<file path="src/rtl/wb_writer_if.sv">
// Execute-to-writeback result bus, register-file write port and decoder bypass port.
// The slave modport is the writeback buffer; the master modport is its environment.
interface wb_writer_if;
    logic        in_valid;
    logic        in_ready;
    logic        in_wen;
    logic [4:0]  in_rd;
    logic [31:0] in_data;

    logic        rf_wen;
    logic [4:0]  rf_waddr;
    logic [31:0] rf_wdata;
    logic        rf_ready;

    logic [4:0]  byp_raddr;
    logic        byp_hit;
    logic [31:0] byp_data;

    modport slave (
        input  in_valid, in_wen, in_rd, in_data,
        output in_ready,
        output rf_wen, rf_waddr, rf_wdata,
        input  rf_ready,
        input  byp_raddr,
        output byp_hit, byp_data
    );

    modport master (
        output in_valid, in_wen, in_rd, in_data,
        input  in_ready,
        input  rf_wen, rf_waddr, rf_wdata,
        output rf_ready,
        output byp_raddr,
        input  byp_hit, byp_data
    );
endinterface

</file>
<file path="src/rtl/wb_writer.sv">
// Writeback result buffer: in-order FIFO of {wen, rd, data} draining into the register
// file, with a bypass lookup over the buffered pending writes.
module wb_writer #(
    parameter int unsigned DEPTH = 2
) (
    input  logic         clk,
    input  logic         rst,
    wb_writer_if.slave   bus,
    output logic [31:0]  retire_cnt,
    output logic         busy
);
    localparam int unsigned AW      = (DEPTH > 1) ? $clog2(DEPTH) : 1;
    localparam logic [AW:0] DEPTH_C = (AW+1)'(DEPTH);

    logic          mem_wen  [DEPTH];
    logic [4:0]    mem_rd   [DEPTH];
    logic [31:0]   mem_data [DEPTH];

    logic [AW-1:0] rd_ptr;
    logic [AW-1:0] wr_ptr;
    logic [AW:0]   count;
    logic [31:0]   retire_q;

    logic          push;
    logic          pop;
    logic          head_eff;

    assign busy       = (count != '0);
    assign retire_cnt = retire_q;
    assign head_eff   = mem_wen[rd_ptr] && (mem_rd[rd_ptr] != 5'd0);

    assign bus.in_ready = !rst && (count < DEPTH_C);
    assign bus.rf_wen   = !rst && busy && head_eff;
    assign bus.rf_waddr = mem_rd[rd_ptr];
    assign bus.rf_wdata = mem_data[rd_ptr];

    assign push = bus.in_valid && bus.in_ready;
    // Writes to x0 and retire-only results drain without waiting on the register file.
    assign pop  = !rst && busy && (!head_eff || bus.rf_ready);

    // Scan oldest to newest so the last match is the newest pending write.
    always_comb begin
        logic [AW-1:0] idx;
        idx          = '0;
        bus.byp_hit  = 1'b0;
        bus.byp_data = '0;
        for (int unsigned i = 0; i < DEPTH; i++) begin
            idx = rd_ptr + AW'(i);
            if (((AW+1)'(i) < count) && mem_wen[idx] && (mem_rd[idx] != 5'd0) &&
                (mem_rd[idx] == bus.byp_raddr)) begin
                bus.byp_hit  = 1'b1;
                bus.byp_data = mem_data[idx];
            end
        end
    end

    always_ff @(posedge clk) begin
        if (push) begin
            mem_wen[wr_ptr]  <= bus.in_wen;
            mem_rd[wr_ptr]   <= bus.in_rd;
            mem_data[wr_ptr] <= bus.in_data;
        end
    end

    always_ff @(posedge clk) begin
        if (rst) begin
            rd_ptr   <= '0;
            wr_ptr   <= '0;
            count    <= '0;
            retire_q <= '0;
        end else begin
            if (push) begin
                wr_ptr <= wr_ptr + 1'b1;
            end
            if (pop) begin
                rd_ptr   <= rd_ptr + 1'b1;
                retire_q <= retire_q + 32'd1;
            end
            case ({push, pop})
                2'b10:   count <= count + 1'b1;
                2'b01:   count <= count - 1'b1;
                default: count <= count;
            endcase
        end
    end
endmodule

</file>
<file path="src/flat_wrapper.sv">
// flat-port wrapper written by rule: the top's interface ports become plain ports
module wb_writer_flat 
#(
    parameter int unsigned DEPTH = 2
)
  (clk, rst, retire_cnt, busy, bus_in_valid, bus_in_wen, bus_in_rd, bus_in_data, bus_in_ready, bus_rf_wen, bus_rf_waddr, bus_rf_wdata, bus_rf_ready, bus_byp_raddr, bus_byp_hit, bus_byp_data);
  wb_writer_if bus_i ();
  input  logic clk;
  input  logic rst;
  output logic [31:0] retire_cnt;
  output logic busy;
  input wire logic [$bits(bus_i.in_valid)-1:0] bus_in_valid;
  input wire logic [$bits(bus_i.in_wen)-1:0] bus_in_wen;
  input wire logic [$bits(bus_i.in_rd)-1:0] bus_in_rd;
  input wire logic [$bits(bus_i.in_data)-1:0] bus_in_data;
  output wire logic [$bits(bus_i.in_ready)-1:0] bus_in_ready;
  output wire logic [$bits(bus_i.rf_wen)-1:0] bus_rf_wen;
  output wire logic [$bits(bus_i.rf_waddr)-1:0] bus_rf_waddr;
  output wire logic [$bits(bus_i.rf_wdata)-1:0] bus_rf_wdata;
  input wire logic [$bits(bus_i.rf_ready)-1:0] bus_rf_ready;
  input wire logic [$bits(bus_i.byp_raddr)-1:0] bus_byp_raddr;
  output wire logic [$bits(bus_i.byp_hit)-1:0] bus_byp_hit;
  output wire logic [$bits(bus_i.byp_data)-1:0] bus_byp_data;
  assign bus_i.in_valid = bus_in_valid;
  assign bus_i.in_wen = bus_in_wen;
  assign bus_i.in_rd = bus_in_rd;
  assign bus_i.in_data = bus_in_data;
  assign bus_in_ready = bus_i.in_ready;
  assign bus_rf_wen = bus_i.rf_wen;
  assign bus_rf_waddr = bus_i.rf_waddr;
  assign bus_rf_wdata = bus_i.rf_wdata;
  assign bus_i.rf_ready = bus_rf_ready;
  assign bus_i.byp_raddr = bus_byp_raddr;
  assign bus_byp_hit = bus_i.byp_hit;
  assign bus_byp_data = bus_i.byp_data;
  wb_writer #(.DEPTH(DEPTH)) u_core (.clk(clk), .rst(rst), .bus(bus_i), .retire_cnt(retire_cnt), .busy(busy));
endmodule
</file>
<file path="config.mk">
export PLATFORM = sky130hd
export DESIGN_NAME = wb_writer_flat
export DESIGN_NICKNAME = d
export VERILOG_FILES = /design/src/rtl/wb_writer_if.sv /design/src/rtl/wb_writer.sv /design/src/flat_wrapper.sv
export SDC_FILE = /design/constraint.sdc
export NUM_CORES = 1
export LEC_CHECK = 0
export BUFFER_PORTS_ARGS = -buffer_cell sky130_fd_sc_hd__buf_2
export CAP_MARGIN = 5
export CORE_AREA = 5 5 109 111
export CTS_CLUSTER_DIAMETER = 150
export DETAILED_ROUTE_END_ITERATION = 6
export DIE_AREA = 0 0 114 116
export PLACE_DENSITY = 0.78
export SLEW_MARGIN = 15
export SYNTH_ARGS = -nofsm -noshare
export SYNTH_HDL_FRONTEND = slang
export SYNTH_SLANG_ARGS = --single-unit
</file>
<file path="constraint.sdc">
create_clock -name clk -period 6 [get_ports clk]
set_clock_uncertainty 0.2 [all_clocks]
set_input_delay 0.9 -clock clk [delete_from_list [all_inputs] [get_ports clk]]
set_output_delay 0.9 -clock clk [all_outputs]
set_load 0.01 [all_outputs]
</file>
==> impl_summary.log, run 1 <==
[metrics] crit path launch: u_core.rd_ptr$_SDFFE_PP0P_
[metrics] number of buffers on the longest clock path: 2
[metrics] number of I/O port buffers: 151
[metrics] setup_tns: 0 ns
[metrics] via count of the first global-routing pass: 4046
[metrics] Remaining Overflow, GRT: 0
[metrics] number of post-CTS setup repair buffers: 0
[metrics] half-perimeter wire length of the detailed placement result: 8510 um
[metrics] overall global routing resource usage: 18.70%
[metrics] Mapped Avg Cell Area: 11.81 um^2
[metrics] n_diodes: 0
[metrics] Synth top area share: 43.71%
[metrics] total vias in the final route: 4040
[metrics] cell accounting for the most synthesized area: sky130_fd_sc_hd__edfxtp_1
[metrics] Worst-Margin Slew: 1.115 ns
[metrics] count of placed standard cells in the final layout, fillers left out: 743
[metrics] total number of H-tree levels: 4
[metrics] critical path startpoint category: flop
[metrics] TritonCTS clock tree: yes
[metrics] worst voltage drop across the vdd grid: 0.1774 mV
[metrics] slowest cell on the critical path: sky130_fd_sc_hd__dfxtp_1
[metrics] RSZ-0062 raised after global routing: no
[metrics] initial antenna violation count: 1
[metrics] wire length of the first global-routing pass: 19440 um
[metrics] outcome: finished clean
[metrics] sequential element share of the synthesized area: 57.90%
[metrics] clock-pin slew of the registers on the worst-case setup and hold paths: 0.05 ns
[metrics] number of clock sinks seen by CTS: 113
[metrics] # setup viols final: 0
[metrics] area of the placeable core: 10700 um^2
[metrics] leakage: 2.607 nW
[metrics] layout cell share with drive strength beyond 1: 37.48%
[metrics] post-detailed-route count of antenna-violating nets: 0
[metrics] Worst-Skew Late Latency: 0.51 ns
[metrics] width of the chip: 114 um
[metrics] max-cap violations: 0
[metrics] final critical path time including I/O delays and setup: 4.882 ns
[metrics] Synth area leaders: sky130_fd_sc_hd__edfxtp_1, sky130_fd_sc_hd__dfxtp_1, sky130_fd_sc_hd__mux2_2
[metrics] required time reported for the critical path endpoint: 4.90 ns
[metrics] die area: 13220 um^2
[metrics] worst setup path category: flop to output port
[metrics] max incr delay on CP: 0.81 ns
[metrics] maximum number of pins on one net before global-route repair: 44
[metrics] FF+latch count, synth: 113
[metrics] syn nets: 493
[metrics] yosys warns: 0
[metrics] Final period util: 81.36%
[metrics] DRC marker count from the first detailed-route iteration: 178
[metrics] class of the tightest hold or removal check: flop to flop
[metrics] most numerous cell on the critical path: sky130_fd_sc_hd__or4_4
[metrics] count of pins on the block boundary: 152
[metrics] synthesis-to-layout area growth: 26.46%
[metrics] worst slew margin relative to its limit: 25.46%
[metrics] critical path, cell by cell: mux2i_1 -> xnor2_1 -> or4_4 -> or4_4 -> mux2_4 -> a22o_1 -> buf_2
[metrics] worst min-delay path startpoint: u_core.retire_cnt[31]$_SDFFE_PP0P_
[metrics] maximum achievable frequency: 204.8 MHz
[metrics] CTS Buf Count: 17
[metrics] number of instances in the synthesized netlist: 442
[metrics] Mapped Area: 5221 um^2
[metrics] number of pins exceeding their max-slew limit in the final report: 0
[metrics] starting density of the core: 48.81%
[metrics] Avg WL per Cell: 16.34 um
[metrics] master cell of the clock root buffer: sky130_fd_sc_hd__clkbuf_8
[metrics] Pre-Repair DR Iteration Count: 4
[metrics] areal power density over the cells: 344.2 nW/um^2
[metrics] total of hold buffers inserted after clock tree synthesis: 0
[metrics] arrival time worst endpoint: 3.78 ns
[metrics] number of unique standard cell types used by synthesis: 36
[metrics] Post-CTS Resized: 0
[metrics] worst-path maximum fanout: 24
[metrics] vertical extent of the die: 116 um
[metrics] DRC viols: 0
[metrics] Placed Cells: 711
[metrics] row cnt: 38
[metrics] Post-layout nets: 641
[metrics] Hold Fails Final Rpt: 0
[metrics] routed wire length: 12140 um
[metrics] nature of the critical path endpoint: output port
[metrics] Final Wtd Congestion: 0.8171
[metrics] mean number of vias per cell: 5.437
==> sequential cells by signal, summed over array words and instances, names as in the netlist, named ones only <==
register,cells
u_core.rd_ptr,1
u_core.mem_data,64
u_core.wr_ptr,1
u_core.count,2
u_core.mem_rd,10
u_core.retire_cnt,32
u_core.mem_wen,2
==> metal layers <==
metal  wire, um  track usage [%]
met5         13                0
met4         65            6.017
met3       1050            6.789
met2       5953            32.24
met1       5056            21.81
==> metrics by stage <==
step                power [mW]  setup WS, ns  hold WS (ns)  area (um^2)  utilization, %
global route             2.380        0.9983        0.3312         6603           61.72
detailed placement       1.388         1.591        0.2814         6061           56.66
finish                   2.273         1.118        0.2875         6603           61.72
CTS                      2.295         1.103        0.2914         6603           61.72
floorplan                1.236         1.998        0.2932         5221               -
global placement         1.374         1.713        0.2694         6061           56.66
==> placed cells by master (no fill, tap or decap), drive strengths merged, types with 13 or more instances in the layout <==
cell and count:
edfxtp 76, nand3 40, inv 13, xnor2 26, nand4 17, dfxtp 37
buf 153, nand2 22, nor2 35, clkbuf 19, a22o 24, mux2 35
==> cell usage after synthesis <==
cell type / number
sky130_fd_sc_hd__edfxtp_1: 76
sky130_fd_sc_hd__nand3_1: 40
sky130_fd_sc_hd__dfxtp_1: 37
sky130_fd_sc_hd__nor2_1: 35
sky130_fd_sc_hd__mux2_2: 33
sky130_fd_sc_hd__xnor2_1: 26
sky130_fd_sc_hd__a22o_1: 24
sky130_fd_sc_hd__nand2_1: 22
sky130_fd_sc_hd__nand4_1: 17
sky130_fd_sc_hd__clkbuf_1: 15
sky130_fd_sc_hd__inv_1: 12
sky130_fd_sc_hd__mux2i_1: 12
sky130_fd_sc_hd__nor4_1: 12
sky130_fd_sc_hd__nor3_1: 11
sky130_fd_sc_hd__xor2_1: 10
sky130_fd_sc_hd__o21ai_0: 9
sky130_fd_sc_hd__a21oi_1: 8
sky130_fd_sc_hd__or3_1: 7
sky130_fd_sc_hd__and3_1: 4
sky130_fd_sc_hd__buf_6: 4
sky130_fd_sc_hd__ha_1: 4
sky130_fd_sc_hd__buf_1: 3
sky130_fd_sc_hd__or2_2: 3
sky130_fd_sc_hd__a21o_1: 2
sky130_fd_sc_hd__and4_1: 2
sky130_fd_sc_hd__buf_2: 2
sky130_fd_sc_hd__mux2_4: 2
sky130_fd_sc_hd__or4_4: 2
sky130_fd_sc_hd__a2111oi_0: 1
sky130_fd_sc_hd__a211oi_1: 1
sky130_fd_sc_hd__and2_1: 1
sky130_fd_sc_hd__and4b_1: 1
sky130_fd_sc_hd__inv_2: 1
sky130_fd_sc_hd__nand3b_1: 1
sky130_fd_sc_hd__nor2b_1: 1
sky130_fd_sc_hd__o21ai_1: 1
==> path summary, 6_finish.rpt <==
path / end / depth (start not counted) / slack [ns]
worst max-delay path: bus_byp_data[20] / 7 / 1.12
worst min-delay path: u_core.retire_cnt[31]$_SDFFE_PP0P_ / 2 / 0.29
worst max register to register: u_core.retire_cnt[31]$_SDFFE_PP0P_ / 8 / 2.81
worst min register to register: u_core.retire_cnt[31]$_SDFFE_PP0P_ / 2 / 0.29
==> final cells by class <==
class | count | area (um^2)
Fill cell | 849 | 4095
Sequential cell | 113 | 3024
Multi-Input combinational cell | 292 | 2042
Timing Repair Buffer | 153 | 770.7
Clock buffer | 19 | 421.7
Tap cell | 140 | 175.2
Clock inverter | 13 | 120.1
Inverter | 13 | 48.80
==> where the power goes <==
| group | internal [mW] | leakage, nW | switching [mW] |
|---|---|---|---|
| clock network | 0.580 | 0.262 | 0.322 |
| registers | 0.897 | 0.995 | 0.0750 |
| logic | 0.185 | 1.35 | 0.214 |
| total | 1.66 | 2.61 | 0.611 |
==> worst max-delay path, delay by kind of cell (launching register included) <==
family          cells  cell delay, ns
simple gates        2            1.14
flops               1            0.81
mux                 2            0.78
compound gates      1            0.28
buf+inv             1            0.14
xor+xnor            1            0.12
==> logic make-up (layout without fill, tap and decap cells) <==
kind of cell	Yosys count	after routing	synth area share [%]
compound gates	46	46	6.350
xor+xnor	36	36	6.039
fa+ha+maj	4	4	0.9586
buf+inv	37	198	3.283
flops	113	113	57.90
mux	47	47	9.993
simple gates	159	159	15.48
(Power assumes the default switching activity.)
==> run 2: changes to the inputs <==
--- a/config.mk
+++ b/config.mk
@@ -5,13 +5,14 @@
 export SDC_FILE = /design/constraint.sdc
 export NUM_CORES = 1
 export LEC_CHECK = 0
+export ABC_AREA = 1
 export BUFFER_PORTS_ARGS = -buffer_cell sky130_fd_sc_hd__buf_2
 export CAP_MARGIN = 5
-export CORE_AREA = 5 5 109 111
+export CORE_AREA = 5 5 117 119
 export CTS_CLUSTER_DIAMETER = 150
 export DETAILED_ROUTE_END_ITERATION = 6
-export DIE_AREA = 0 0 114 116
-export PLACE_DENSITY = 0.78
+export DIE_AREA = 0 0 122 124
+export PLACE_DENSITY = 0.77
 export SLEW_MARGIN = 15
 export SYNTH_ARGS = -nofsm -noshare
 export SYNTH_HDL_FRONTEND = slang
==> constraint.sdc (replaced) <==
create_clock -name clk -period 5 [get_ports clk]
set_clock_uncertainty 0.2 [all_clocks]
set_input_delay 0.75 -clock clk [delete_from_list [all_inputs] [get_ports clk]]
set_output_delay 0.75 -clock clk [all_outputs]
set_load 0.01 [all_outputs]
==> run 2 against run 1 <==
- sequential power is 14% higher
- die area is 14% higher
- global-route usage is 1.6 points higher
- synthesized area is 18% higher
- combinational power is 83% higher
- critical endpoint is now bus_byp_data[6]
==> impl_summary.log, run 2 <==
[metrics] Worst-Margin Slew: 1.031 ns
[metrics] master cell of the clock root buffer: sky130_fd_sc_hd__clkbuf_16
[metrics] final critical path time including I/O delays and setup: 4.275 ns
[metrics] Switch Pwr: 0.9281 mW
[metrics] Main synth FF type: sky130_fd_sc_hd__edfxtp_1
[metrics] row cnt: 41
[metrics] maximum number of pins on one net before global-route repair: 72
[metrics] DRC viols: 0
[metrics] number of I/O port buffers: 151
[metrics] filler cell count in the final layout: 1142
[metrics] syn nets: 855
[metrics] arrival time worst endpoint: 3.32 ns
[metrics] Post-CTS Resized: 0
[metrics] total number of H-tree levels: 4
[metrics] Final period util: 85.50%
[metrics] FF+latch count, synth: 113
[metrics] Final Wtd Congestion: 0.8984
[metrics] number of unique standard cell types used by synthesis: 30
[metrics] worst reg2reg path endpoint: u_core.count[1]$_SDFFE_PP0P_
[metrics] RSZ-0062 raised after global routing: no
[metrics] Mapped Avg Cell Area: 7.658 um^2
[metrics] utilization after layout: 60.44%
[metrics] leakage: 3.425 nW
[metrics] layout cell share with drive strength beyond 1: 22.22%
[metrics] mean number of vias per cell: 5.142
[metrics] Placed Cells: 1093
[metrics] Worst-Skew Late Latency: 0.41 ns
[metrics] areal power density over the cells: 393.2 nW/um^2
[metrics] number of instances in the synthesized netlist: 804
[metrics] CTS Buf Count: 17
[metrics] number of buffers on the longest clock path: 2
[metrics] internal power consumption: 2.034 mW
[metrics] count of placed standard cells in the final layout, fillers left out: 1126
[metrics] part of the total power dissipated in sequential elements: 37.5%
[metrics] worst r2r path cells: 13
[metrics] Mapped Area: 6157 um^2
[metrics] die area: 15130 um^2
[metrics] most common library cell in the layout ignoring fill and taps: sky130_fd_sc_hd__nand2_1
[metrics] total of hold buffers inserted after clock tree synthesis: 0
[metrics] logic depth of the worst path, buffers included: 8
[metrics] footprint of the multi-input gates: 2638 um^2
[metrics] count of pins on the block boundary: 152
[metrics] half-perimeter wire length of the detailed placement result: 10850 um
[metrics] Synth top area share: 37.07%
[metrics] critical path, cell by cell: buf_4 -> nand2_1 -> nand2_1 -> inv_2 -> nand2_2 -> nand3_2 -> a21oi_1 -> buf_2
[metrics] setup_tns: 0 ns
[metrics] worst-path maximum fanout: 65
[metrics] maximum achievable frequency: 233.9 MHz
[metrics] most common cell in the synthesized netlist: sky130_fd_sc_hd__nand2_1
[metrics] initial antenna violation count: 3
[metrics] class of the tightest hold or removal check: flop to flop
[metrics] sequential element share of the synthesized area: 49.10%
[metrics] max-cap violations: 0
[metrics] register bank with the most flops: u_core.mem_data
[metrics] cell depth of the worst min-delay path: 2
[metrics] vertical extent of the die: 124 um
[metrics] post-detailed-route count of antenna-violating nets: 0
[metrics] worst slew margin relative to its limit: 31.21%
[metrics] area used by sequential logic in the layout: 3024 um^2
[metrics] async set-reset flop share out of synthesis: 0%
[metrics] Synth area leaders: sky130_fd_sc_hd__edfxtp_1, sky130_fd_sc_hd__nand2_1, sky130_fd_sc_hd__dfxtp_1
[metrics] critical path startpoint category: flop
[metrics] via count of the first global-routing pass: 5071
[metrics] total power after layout: 2.962 mW
[metrics] DRC marker count from the first detailed-route iteration: 462
[metrics] Post-layout nets: 992
[metrics] required time reported for the critical path endpoint: 4.05 ns
[metrics] Pre-Repair DR Iteration Count: 5
[metrics] Remaining Overflow, GRT: 0
[metrics] total vias in the final route: 5790
[metrics] power share of the clock group: 37.8%
[metrics] overall global routing resource usage: 20.29%
[metrics] width of the chip: 122 um
[metrics] outcome: finished clean
[metrics] nature of the critical path endpoint: output port
[metrics] Hold Fails Final Rpt: 0
[metrics] cell family contributing the most delay on the critical path: simple AND/OR/NAND/NOR gates
[metrics] # setup viols final: 0
[metrics] synthesis-to-layout area growth: 22.37%
[metrics] worst slack on hold paths: 0.3216 ns
[metrics] buffer and inverter count on the worst path: 3
[metrics] worst min-delay path startpoint: u_core.retire_cnt[31]$_SDFFE_PP0P_
[metrics] net switching fraction of the power: 31.33%
[metrics] wire length of the first global-routing pass: 24160 um
[metrics] worst voltage drop across the vdd grid: 0.2046 mV
[metrics] area of the placeable core: 12470 um^2
[metrics] number of pins exceeding their max-slew limit in the final report: 0
[metrics] highest-count cells in the layout ignoring fill and taps: sky130_fd_sc_hd__nand2_1, sky130_fd_sc_hd__buf_2, sky130_fd_sc_hd__nand3_1
[metrics] slowest cell on the critical path: sky130_fd_sc_hd__nand3_2
[metrics] hold-critical path endpoint: u_core.retire_cnt[31]$_SDFFE_PP0P_
[metrics] flip-flop count of the largest register, all copies and words added: 64
[metrics] share of total power in combinational logic: 24.6%
[metrics] max incr delay on CP: 0.76 ns
[metrics] number of post-CTS setup repair buffers: 0
[metrics] TritonCTS clock tree: yes
[metrics] clock-pin slew of the registers on the worst-case setup and hold paths: 0.05 ns
[metrics] worst-case register-to-register setup slack: 1.96 ns
[metrics] Post-synth EDFFs: 76
[metrics] most numerous cell on the critical path: sky130_fd_sc_hd__nand2_1
[metrics] Avg WL per Cell: 13.70 um
[metrics] starting density of the core: 49.39%
[metrics] cell accounting for the most synthesized area: sky130_fd_sc_hd__edfxtp_1
[metrics] number of clock sinks seen by CTS: 113
[metrics] routed wire length: 15420 um
[metrics] n_diodes: 0
[metrics] worst setup path category: flop to output port
[metrics] yosys warns: 0
[metrics] top cells by instance count after synthesis: sky130_fd_sc_hd__nand2_1, sky130_fd_sc_hd__nand3_1, sky130_fd_sc_hd__nor2_1
-- run 2: changes by cell type in the layout (fill, tap and decap cells not counted), moves of 12 or more --
cell / delta
sky130_fd_sc_hd__nand2_1: +188
sky130_fd_sc_hd__nand3_1: +69
sky130_fd_sc_hd__nor2_1: +65
sky130_fd_sc_hd__inv_1: +60
sky130_fd_sc_hd__o21ai_0: +59
sky130_fd_sc_hd__mux2_2: -33
sky130_fd_sc_hd__a21oi_1: +32
sky130_fd_sc_hd__xnor2_1: -26
sky130_fd_sc_hd__a22o_1: -24
sky130_fd_sc_hd__nand4_1: -13
sky130_fd_sc_hd__mux2i_1: -12
-- run 2: cell type report --
cell class | count | area share [%]
tap | 172 | 2.856
clock buffer | 26 | 6.759
clock inverter | 6 | 0.6974
multi-input combinational | 578 | 35.00
inverter | 76 | 3.952
sequential | 113 | 40.14
timing repair buffer | 155 | 10.59
-- run 2: worst register-to-register path, cell delays in order, from the launching register on --
cell and delay [ns]:
sky130_fd_sc_hd__dfxtp_1 0.58, sky130_fd_sc_hd__inv_8 0.22, sky130_fd_sc_hd__nand2_4 0.12, sky130_fd_sc_hd__nand2_2 0.08
sky130_fd_sc_hd__nor2_1 0.11, sky130_fd_sc_hd__nand3_1 0.14, sky130_fd_sc_hd__nand3_2 0.09, sky130_fd_sc_hd__buf_4 0.46
sky130_fd_sc_hd__nand2_1 0.24, sky130_fd_sc_hd__inv_2 0.15, sky130_fd_sc_hd__ha_1 0.28, sky130_fd_sc_hd__a21oi_1 0.16
sky130_fd_sc_hd__o21ai_0 0.10, sky130_fd_sc_hd__inv_1 0.05
-- run 2: metrics by stage --
| stage | instance area (um^2) | worst slack, ns |
|---|---|---|
| 2_1_floorplan | 6157 | 1.599 |
| 3_3_place_gp | 6953 | 1.234 |
| 3_5_place_dp | 6953 | 1.149 |
| 4_1_cts | 7515 | 0.7010 |
| 5_1_grt | 7535 | 0.4092 |
| 6_report | 7535 | 0.7251 |
-- run 2: how the worst max path moves through the flow --
stage	startpoint	endpoint	slack [ns]
2_1_floorplan	rst	u_core.mem_data[1][0]$_DFFE_PP_	1.60
3_3_place_gp	u_core.rd_ptr$_SDFFE_PP0P_	bus_byp_data[3]	1.23
3_5_place_dp	u_core.rd_ptr$_SDFFE_PP0P_	bus_byp_data[6]	1.15
4_1_cts	u_core.rd_ptr$_SDFFE_PP0P_	bus_byp_data[6]	0.70
5_1_grt	u_core.rd_ptr$_SDFFE_PP0P_	bus_byp_data[24]	0.41
6_report	u_core.rd_ptr$_SDFFE_PP0P_	bus_byp_data[6]	0.73
-- run 2: power by group through the flow --
stage          clock (mW)  sequential, mW  combinational [mW]
6_report             1.12            1.11               0.730
5_1_grt              1.19            1.12               0.815
4_1_cts              1.14            1.11               0.729
3_5_place_dp            0            1.13               0.724
3_3_place_gp            0            1.13               0.712
2_1_floorplan           0            1.11               0.521
-- run 2: per-layer routing --
metal | vias to the layer above | part of all wire (%) | global-route usage (%)
met3 | 31 | 8.2 | 6.948
li1 | 2932 | - | -
met2 | 196 | 47 | 33.18
met4 | 6 | 2.0 | 7.563
met1 | 2625 | 43 | 24.99
met5 | - | 0.30 | 0
-- run 2: cell families (layout without fill, tap and decap cells) --
kind of cell    after synthesis  count (layout)  synth area share [%]
xor+xnor                      2               2                0.2845
compound gates              111             111                 9.084
buf+inv                     113             263                 8.311
flops                       113             113                 49.10
simple gates                461             461                 32.41
fa+ha+maj                     4               4                0.8129
==> run 3: changes to the inputs <==
--- a/config.mk
+++ b/config.mk
@@ -12,6 +12,7 @@
 export CTS_CLUSTER_DIAMETER = 150
 export DETAILED_ROUTE_END_ITERATION = 6
 export DIE_AREA = 0 0 122 124
+export GPL_TIMING_DRIVEN = 0
 export PLACE_DENSITY = 0.77
 export SLEW_MARGIN = 15
 export SYNTH_ARGS = -nofsm -noshare
==> run 3 against run 2 <==
- cell area grew 2.9%
- maximum frequency rose by 35%
- first-iteration DRC count up 12%
- global-route usage grew 2.2 points
- clock power about the same
- setup slack improved by 1.1 ns
- wire length up 9.7%
- sequential power about the same
- cell count increased by 3.1%
- die area unchanged
- clock-buffer cell count fell by 1
- non-clock buffer count grew 35
==> impl_summary.log, run 3 (synthesis gave the netlist of run 2 again) <==
[metrics] outcome: finished clean
[metrics] Worst-Margin Slew: 0.7039 ns
[metrics] worst min-delay path startpoint: u_core.retire_cnt[1]$_SDFFE_PP0P_
[metrics] flip-flop count of the largest register, all copies and words added: 64
[metrics] mean number of vias per cell: 5.171
[metrics] total cell area at the placement stage: 7198 um^2
[metrics] master cell of the clock root buffer: sky130_fd_sc_hd__clkbuf_16
[metrics] Switch Pwr: 0.9789 mW
[metrics] Worst-Skew Late Latency: 0.41 ns
[metrics] number of pins exceeding their max-slew limit in the final report: 0
[metrics] number of clock sinks seen by CTS: 113
[metrics] worst slew margin relative to its limit: 52.96%
[metrics] vertical extent of the die: 124 um
[metrics] synthesis-to-layout area growth: 25.89%
[metrics] DRC marker count from the first detailed-route iteration: 516
[metrics] TritonCTS clock tree: yes
[metrics] leakage: 3.530 nW
[metrics] clock-pin slew of the registers on the worst-case setup and hold paths: 0.05 ns
[metrics] total power after layout: 3.034 mW
[metrics] routed wire length: 16920 um
[metrics] most numerous cell on the critical path: sky130_fd_sc_hd__nand2_1
[metrics] RSZ-0062 raised after global routing: no
[metrics] smallest setup slack after layout: 1.835 ns
[metrics] most common library cell in the layout ignoring fill and taps: sky130_fd_sc_hd__nand2_1
[metrics] critical path startpoint category: flop
[metrics] arrival time worst endpoint: 2.22 ns
[metrics] worst setup path category: flop to output port
[metrics] setup_tns: 0 ns
[metrics] total vias in the final route: 6004
[metrics] number of post-CTS setup repair buffers: 0
[metrics] wire length of the first global-routing pass: 26810 um
[metrics] power share of the clock group: 36.9%
[metrics] worst voltage drop across the vdd grid: 0.1816 mV
[metrics] via count of the first global-routing pass: 5548
[metrics] count of placed standard cells in the final layout, fillers left out: 1161
[metrics] Critical R2R Launch: u_core.count[0]$_SDFFE_PP0P_
[metrics] areal power density over the cells: 391.4 nW/um^2
[metrics] area of the placeable core: 12470 um^2
[metrics] worst-path maximum fanout: 10
[metrics] n_diodes: 0
[metrics] part of the total power dissipated in sequential elements: 36.2%
[metrics] Remaining Overflow, GRT: 0
[metrics] count of pins on the block boundary: 152
[metrics] post-detailed-route count of antenna-violating nets: 0
[metrics] max-cap violations: 0
[metrics] maximum achievable frequency: 315.9 MHz
[metrics] initial antenna violation count: 2
[metrics] buffer and inverter count on the worst path: 4
[metrics] Pre-Repair DR Iteration Count: 5
[metrics] share of total power in combinational logic: 26.9%
[metrics] filler cell count in the final layout: 1137
[metrics] Hold Fails Final Rpt: 0
[metrics] highest-count cells in the layout ignoring fill and taps: sky130_fd_sc_hd__nand2_1, sky130_fd_sc_hd__buf_2, sky130_fd_sc_hd__nand3_1
[metrics] overall global routing resource usage: 22.51%
[metrics] total of hold buffers inserted after clock tree synthesis: 0
[metrics] utilization after layout: 62.18%
[metrics] final cell area excluding filler cells: 7751 um^2
[metrics] number of buffers on the longest clock path: 2
[metrics] # setup viols final: 0
[metrics] register bank with the most flops: u_core.mem_data
[metrics] DRC viols: 0
[metrics] Placed Cells: 1129
[metrics] row cnt: 41
[metrics] internal power consumption: 2.055 mW
[metrics] worst-case register-to-register setup slack: 2.79 ns
[metrics] total number of H-tree levels: 4
[metrics] max incr delay on CP: 0.32 ns
[metrics] die area: 15130 um^2
[metrics] number of I/O port buffers: 151
[metrics] final critical path time including I/O delays and setup: 3.165 ns
[metrics] required time reported for the critical path endpoint: 4.05 ns
[metrics] Post-CTS Resized: 0
[metrics] class of the tightest hold or removal check: flop to flop
[metrics] starting density of the core: 49.39%
[metrics] maximum number of pins on one net before global-route repair: 21
[metrics] nature of the critical path endpoint: output port
[metrics] width of the chip: 122 um
[metrics] worst slack on hold paths: 0.3259 ns
[metrics] Setup Slack @ Placement: 2.060 ns
[metrics] cell family contributing the most delay on the critical path: simple AND/OR/NAND/NOR gates
[metrics] layout cell share with drive strength beyond 1: 23.36%
[metrics] slowest cell on the critical path: sky130_fd_sc_hd__dfxtp_1
[metrics] Final period util: 63.31%
[metrics] CTS Buf Count: 17
[metrics] Final Wtd Congestion: 0.9028
[metrics] critical path, cell by cell: buf_6 -> inv_8 -> nand2_4 -> nand2_2 -> nand2_1 -> nand2_1 -> nor2_1 -> nand3_2 -> nor2_4 -> buf_6 -> nand3_1 -> nand2_1 -> buf_2
[metrics] Post-layout nets: 1027
[metrics] half-perimeter wire length of the detailed placement result: 12450 um
[metrics] Avg WL per Cell: 14.57 um
[metrics] net switching fraction of the power: 32.27%
[run 3: worst register-to-register path, delay by kind of cell, from the launching register on]
family        cells  cell delay, ns
fa+ha+maj         1            0.24
buf+inv           3            0.55
simple gates      5            0.71
flops             1            0.38
[run 3: path summary, 6_finish.rpt]
path                                       endpoint  cells past startpoint
hold reg to reg   u_core.retire_cnt[1]$_SDFFE_PP0P_                      2
setup / recovery                   bus_byp_data[30]                     13
hold / removal    u_core.retire_cnt[1]$_SDFFE_PP0P_                      2
setup reg to reg  u_core.retire_cnt[5]$_SDFFE_PP0P_                      9
[run 3: power groups by stage]
stage	combinational, mW	sequential (mW)	clock (mW)
4_1_cts	0.818	1.10	1.14
3_5_place_dp	0.814	1.12	0
5_1_grt	0.910	1.10	1.18
2_1_floorplan	0.521	1.11	0
3_3_place_gp	0.790	1.12	0
6_report	0.815	1.10	1.12
[run 3: area by class of cell]
class,count,area (um^2),share of cell area [%]
sequential,113,3023,39.00
multi-input combinational,578,2638,34.03
timing repair buffer,153,810.8,10.46
clock buffer,25,495.5,6.392
inverter,76,297.8,3.842
tap,172,215.2,2.776
buffer,37,214.0,2.760
clock inverter,7,57.56,0.7425
[run 3: per-layer routing]
layer / share of wire (%) / GRT usage [%]
met4: 1.6 / 7.843
met1: 41 / 27.78
met5: 0.12 / 0
met2: 49 / 38.23
met3: 8.7 / 6.085
